<file path="src/rtl/fetch_seq_pkg.sv">
// fetch_seq_pkg: state encoding and constants shared by the fetch sequencer.
package fetch_seq_pkg;
    typedef enum logic [1:0] {
        BOOT  = 2'd0,
        RUN   = 2'd1,
        STALL = 2'd2,
        HALT  = 2'd3
    } state_t;
    localparam logic [4:0] REG_X0 = 5'd0;
    localparam int LU_STALL_MIN = 1;
    localparam int LU_STALL_MAX = 3;
    // Out-of-range bubble counts are pinned to the nearest legal value.
    function automatic int lu_stall_clamp(input int n);
        return (n < LU_STALL_MIN) ? LU_STALL_MIN : (n > LU_STALL_MAX) ? LU_STALL_MAX : n;
    endfunction
endpackage

</file>
<file path="src/rtl/fetch_sequencer_load_use_detect.sv">
// load_use_detect: flags a load in EX whose destination feeds the instruction in ID.
module load_use_detect
    import fetch_seq_pkg::*;
(
    input  logic [4:0] i_id_rs1,
    input  logic [4:0] i_id_rs2,
    input  logic       i_ex_memread,
    input  logic [4:0] i_ex_rd,
    output logic       o_hazard
);
    assign o_hazard = i_ex_memread && (i_ex_rd != REG_X0) && ((i_ex_rd == i_id_rs1) || (i_ex_rd == i_id_rs2));
endmodule

</file>
<file path="src/rtl/fetch_sequencer.sv">
// fetch_sequencer: fetch-unit control FSM sequencing boot, load-use stalls, redirects and halt.
module fetch_sequencer
    import fetch_seq_pkg::*;
#(
    parameter int Width    = 32,
    parameter int LU_STALL = 1
) (
    input  logic             clk,
    input  logic             rst,
    input  logic [4:0]       id_rs1,
    input  logic [4:0]       id_rs2,
    input  logic             ex_memread,
    input  logic [4:0]       ex_rd,
    input  logic             branch_taken,
    input  logic [Width-1:0] branch_target,
    input  logic             halt_req,
    output logic             PCen,
    output logic             Asel,
    output logic [Width-1:0] branchaddress,
    output logic             ifid_en,
    output logic             ifid_flush,
    output logic             idex_flush,
    output logic             halted,
    output logic [Width-1:0] stall_cnt,
    output logic [Width-1:0] flush_cnt
);
    localparam int         LU     = lu_stall_clamp(LU_STALL);
    localparam logic [1:0] LU_REM = 2'(LU - 1);
    localparam logic [Width-1:0] ONE = {{(Width-1){1'b0}}, 1'b1};

    state_t           r_state, w_next;
    logic [1:0]       r_rem, w_rem_next;
    logic [Width-1:0] r_stall_cnt, r_flush_cnt;
    logic             w_hazard, w_stall_inc, w_flush_inc;

    load_use_detect u_lud (
        .i_id_rs1    (id_rs1),
        .i_id_rs2    (id_rs2),
        .i_ex_memread(ex_memread),
        .i_ex_rd     (ex_rd),
        .o_hazard    (w_hazard)
    );

    always_ff @(posedge clk) begin
        if (rst) begin
            r_state     <= BOOT;
            r_rem       <= 2'd0;
            r_stall_cnt <= '0;
            r_flush_cnt <= '0;
        end else begin
            r_state <= w_next;
            r_rem   <= w_rem_next;
            if (w_stall_inc && (r_stall_cnt != '1)) r_stall_cnt <= r_stall_cnt + ONE;
            if (w_flush_inc && (r_flush_cnt != '1)) r_flush_cnt <= r_flush_cnt + ONE;
        end
    end

    always_comb begin
        PCen          = 1'b1;
        Asel          = 1'b0;
        branchaddress = branch_target;
        ifid_en       = 1'b1;
        ifid_flush    = 1'b0;
        idex_flush    = 1'b0;
        halted        = 1'b0;
        w_next        = r_state;
        w_rem_next    = r_rem;
        w_stall_inc   = 1'b0;
        w_flush_inc   = 1'b0;
        if (rst || (r_state == BOOT)) begin
            PCen       = 1'b0;
            ifid_en    = 1'b0;
            ifid_flush = 1'b1;
            idex_flush = 1'b1;
            w_next     = RUN;
        end else if (r_state == HALT) begin
            PCen       = 1'b0;
            ifid_en    = 1'b0;
            ifid_flush = 1'b1;
            idex_flush = 1'b1;
            halted     = 1'b1;
        end else if (branch_taken) begin
            // A redirect outranks everything and also cancels any stall in progress.
            Asel        = 1'b1;
            ifid_flush  = 1'b1;
            idex_flush  = 1'b1;
            w_flush_inc = 1'b1;
            w_next      = RUN;
            w_rem_next  = 2'd0;
        end else if (r_state == STALL) begin
            PCen        = 1'b0;
            ifid_en     = 1'b0;
            idex_flush  = 1'b1;
            w_stall_inc = 1'b1;
            w_rem_next  = r_rem - 2'd1;
            w_next      = (r_rem == 2'd1) ? RUN : STALL;
        end else if (halt_req) begin
            PCen       = 1'b0;
            ifid_en    = 1'b0;
            ifid_flush = 1'b1;
            w_next     = HALT;
        end else if (w_hazard) begin
            PCen        = 1'b0;
            ifid_en     = 1'b0;
            idex_flush  = 1'b1;
            w_stall_inc = 1'b1;
            w_next      = (LU > 1) ? STALL : RUN;
            w_rem_next  = (LU > 1) ? LU_REM : 2'd0;
        end
    end

    assign stall_cnt = r_stall_cnt;
    assign flush_cnt = r_flush_cnt;
endmodule

</file>
<file path="config.mk">
export PLATFORM = sky130hd
export DESIGN_NAME = fetch_sequencer
export DESIGN_NICKNAME = d
export VERILOG_FILES = /design/src/rtl/fetch_seq_pkg.sv /design/src/rtl/fetch_sequencer_load_use_detect.sv /design/src/rtl/fetch_sequencer.sv
export SDC_FILE = /design/constraint.sdc
export NUM_CORES = 1
export LEC_CHECK = 0
export CELL_PAD_IN_SITES_DETAIL_PLACEMENT = 0
export CELL_PAD_IN_SITES_GLOBAL_PLACEMENT = 2
export CORE_MARGIN = 2
export CORE_UTILIZATION = 22
export CTS_CLUSTER_DIAMETER = 80
export DETAILED_ROUTE_END_ITERATION = 6
export PLACE_DENSITY_LB_ADDON = 0.25
export SLEW_MARGIN = 0
export SYNTH_ARGS = -nofsm -noshare
export SYNTH_HDL_FRONTEND = slang
export SYNTH_SLANG_ARGS = --single-unit
</file>
<file path="constraint.sdc">
create_clock -name clk -period 2.02 [get_ports clk]
set_input_delay 0.404 -clock clk [delete_from_list [all_inputs] [get_ports clk]]
set_output_delay 0.404 -clock clk [all_outputs]
set_load 0.05 [all_outputs]
</file>
==> results_dict.tcl <==
set metrics [dict create \
    synth_top_cell_by_area "dfxtp_1" \
    grt_use_met3_pct 4.26 \
    setup_violations 19 \
    io_buffers 89 \
    dp_slack_ps -569 \
    cts_made_buffers 9 \
    routed_wl_mm 12.5 \
    slowest_delay_ps 540 \
    max_freq_ghz 0.450 \
    start_util_pct 22.5 \
    ir_drop_mv 0.378 \
    grt_pass1_vias 3848 \
    syn_area_um2 3870 \
    leakage_uw 0.00230 \
    grt_max_degree 57 \
    post-dp-hpwl_mm 8.63 \
    holdPathEnd "r_state[1]" \
    drive_above_1_share_pct 39.2 \
    cp_cell_sequence "buf_6 > or4_4 > o21ai_4 > nor2_4 > o41ai_4 > buf_4 > buf_12" \
    clock-sinks 68 \
    syn_to_final_growth_pct 56.4 \
    cp.required_ps 1620 \
    setup_ws_ps -201 \
    regArea_um2 1470 \
    die_w_um 137 \
    drt-wirelength-per-cell_um 15.2 \
    period_share_pct 110 \
    placed_area_um2 5360 \
    final-hold-violation-count 0 \
    syn-mean-instance-area_um2 8.23 \
    cp.arrival_ps 1820 \
    hold_start "rst" \
    die_height_um 137 \
    relSlewSlack_pct 54.7 \
    busiest_layer "met2" \
    fin_cells 822 \
    async_flop_share_pct 0 \
    synth_cells 471 \
    fin_crit_ps 2220 \
    grtUsageMet1_pct 15.9 \
    routabilityCongestion 0.742 \
    fin_worst_skew_ps 7.28 \
    dr_total_vias 3972 \
    synth.top_cell.area_share_pct 35.1 \
    rr_worst_depth 10 \
    crit_type "input pin to output pin" \
    synth_nets 526 \
    regToRegSetupSlack_ps 60 \
    nNetsFinal 648 \
    post-synth-top-count-cell "dfxtp_1" \
    powerDensity_nw_per_um2 505 \
    route.detailed.drc 0 \
    dr.pass1.iters 7 \
    root_buffer "clkbuf_16" \
    timing.rr.start "r_state[0]" \
    n_fill_cell 1770 \
    startpoint_type "input pin" \
    ys_ff_latch 68 \
    multi_input_area_um2 2440 \
    htreeDepth 3 \
    coreArea_um2 17200 \
    path_max_fanout 3 \
    synth_warnings 0 \
    clk_latency_ps 340 \
    seq_area_frac_synth_pct 35.1 \
    rsz0062_at_grt "yes" \
    whs_path_depth 3 \
    cap_violations 0 \
    antenna_found_initial 1 \
    cts_buffer_depth 2 \
    cts_tree "done" \
    die_area_um2 18700 \
    min_path_type "input pin to flip-flop" \
    diodes 0 \
    totalPowerFinal_uw 3060 \
    synth_common_cells "dfxtp_1, nor2_1, buf_4" \
    dp_cells 792 \
    fin_area_um2 6060 \
    row_count 48 \
    synth_cell_types 50 \
    worstMarginPinSlew_ps 680 \
    status "finished with violations" \
    cp_slowest_cell "or4_4" \
    worstReg2RegEnd "stall_cnt[1]" \
    violations "negative setup slack" \
    clkSlewWorstSetupHoldPaths_ps 50 \
    crit_path_end_kind "output pin" \
    synth-edff-count 0 \
    synth_area_leaders "dfxtp_1, buf_4, xor2_1, nor2_1, a21oi_1" \
    grt_pass1_wl_mm 19.7 \
    met2_usage_pct 23.2 \
    vias_per_cell 4.83 \
    drtIter0Drc 200 \
    ys.flop_type "dfxtp_1" \
    ios 154 \
    drv_slew 0 \
    grtUsageTotal_pct 13.5 \
    overflow 0 \
    ant_nets 0 \
]
stage by stage:
step           hold slack [ps]  utilization [%]  TNS (ps)
2_1_floorplan              424                -      -690
3_3_place_gp               449             31.1    -25030
3_5_place_dp               449             31.1    -26470
4_1_cts                    441             33.5      -808
5_1_grt                    459             35.2     -2500
6_report                   442             35.2     -1080
sequential cells by signal, summed over array words and instances (netlist names):
signal / cells
flush_cnt: 32
r_rem: 2
r_state: 2
stall_cnt: 32
area by class of cell:
type	count	share of cell area (%)
clock buffer	13	4.13
inverter	6	0.372
clock inverter	2	0.186
sequential	68	24.3
timing repair buffer	166	26.1
tap	225	4.64
multi-input combinational	342	40.3
cells by family after synthesis:
kind of cell	Yosys count	share of synthesized area, %
compound gates	77	12.4
flops	68	35.1
fa+ha+maj	3	0.969
mux	5	1.39
xor+xnor	38	8.59
simple gates	219	32.0
buf+inv	61	9.56
how the worst max path moves through the flow:
stage / start / end / slack (ps)
floorplan: ex_rd[0] / ifid_en / -500
global placement: ex_rd[0] / ifid_en / -540
detailed placement: ex_rd[2] / ifid_en / -570
CTS: ex_rd[3] / ifid_en / -230
global route: id_rs1[0] / idex_flush / -240
finish: ex_rd[3] / ifid_en / -200
placed cells by master, fill, tap and decap left out, types with 14 or more instances in the layout:
| cell | count |
|---|---|
| nor2_1 | 42 |
| a21oi_1 | 22 |
| clkdlybuf4s50_1 | 40 |
| nand4_1 | 24 |
| buf_4 | 82 |
| dfxtp_4 | 18 |
| dfxtp_1 | 16 |
| nand3_1 | 29 |
| o21ai_0 | 16 |
| dfxtp_2 | 34 |
| nand2_1 | 28 |
| xor2_1 | 24 |
| o31ai_1 | 14 |
what timing repair did:
action                     CTS  global route
pin swaps                   10            34
gates resized for setup     43            64
setup endpoints to repair   38            57
hold buffers                 0             0
cloned                       2             1
buffers inserted             9             6
report_power, final:
group	leakage [uW]	total, uW	internal (uW)	switching (uW)
clock	0.000130	1440	858	585
sequential	0.000580	1330	1320	7.02
combinational	0.00159	288	140	148
total	0.00230	3060	2320	741
worst max-delay path: cells and delay by family:
family	cells	cell delay, ps
AOI/OAI and AO/OA	2	410
buffers and inverters	3	410
and+or+nand+nor	2	590
routing by layer:
layer | vias to the layer above | routed length [um]
li1 | 1926 | -
met1 | 1934 | 5550
met2 | 94 | 6120
met3 | 16 | 651
met4 | 2 | 148
met5 | - | 13
Note: power is estimated with default switching activity, not from simulation.
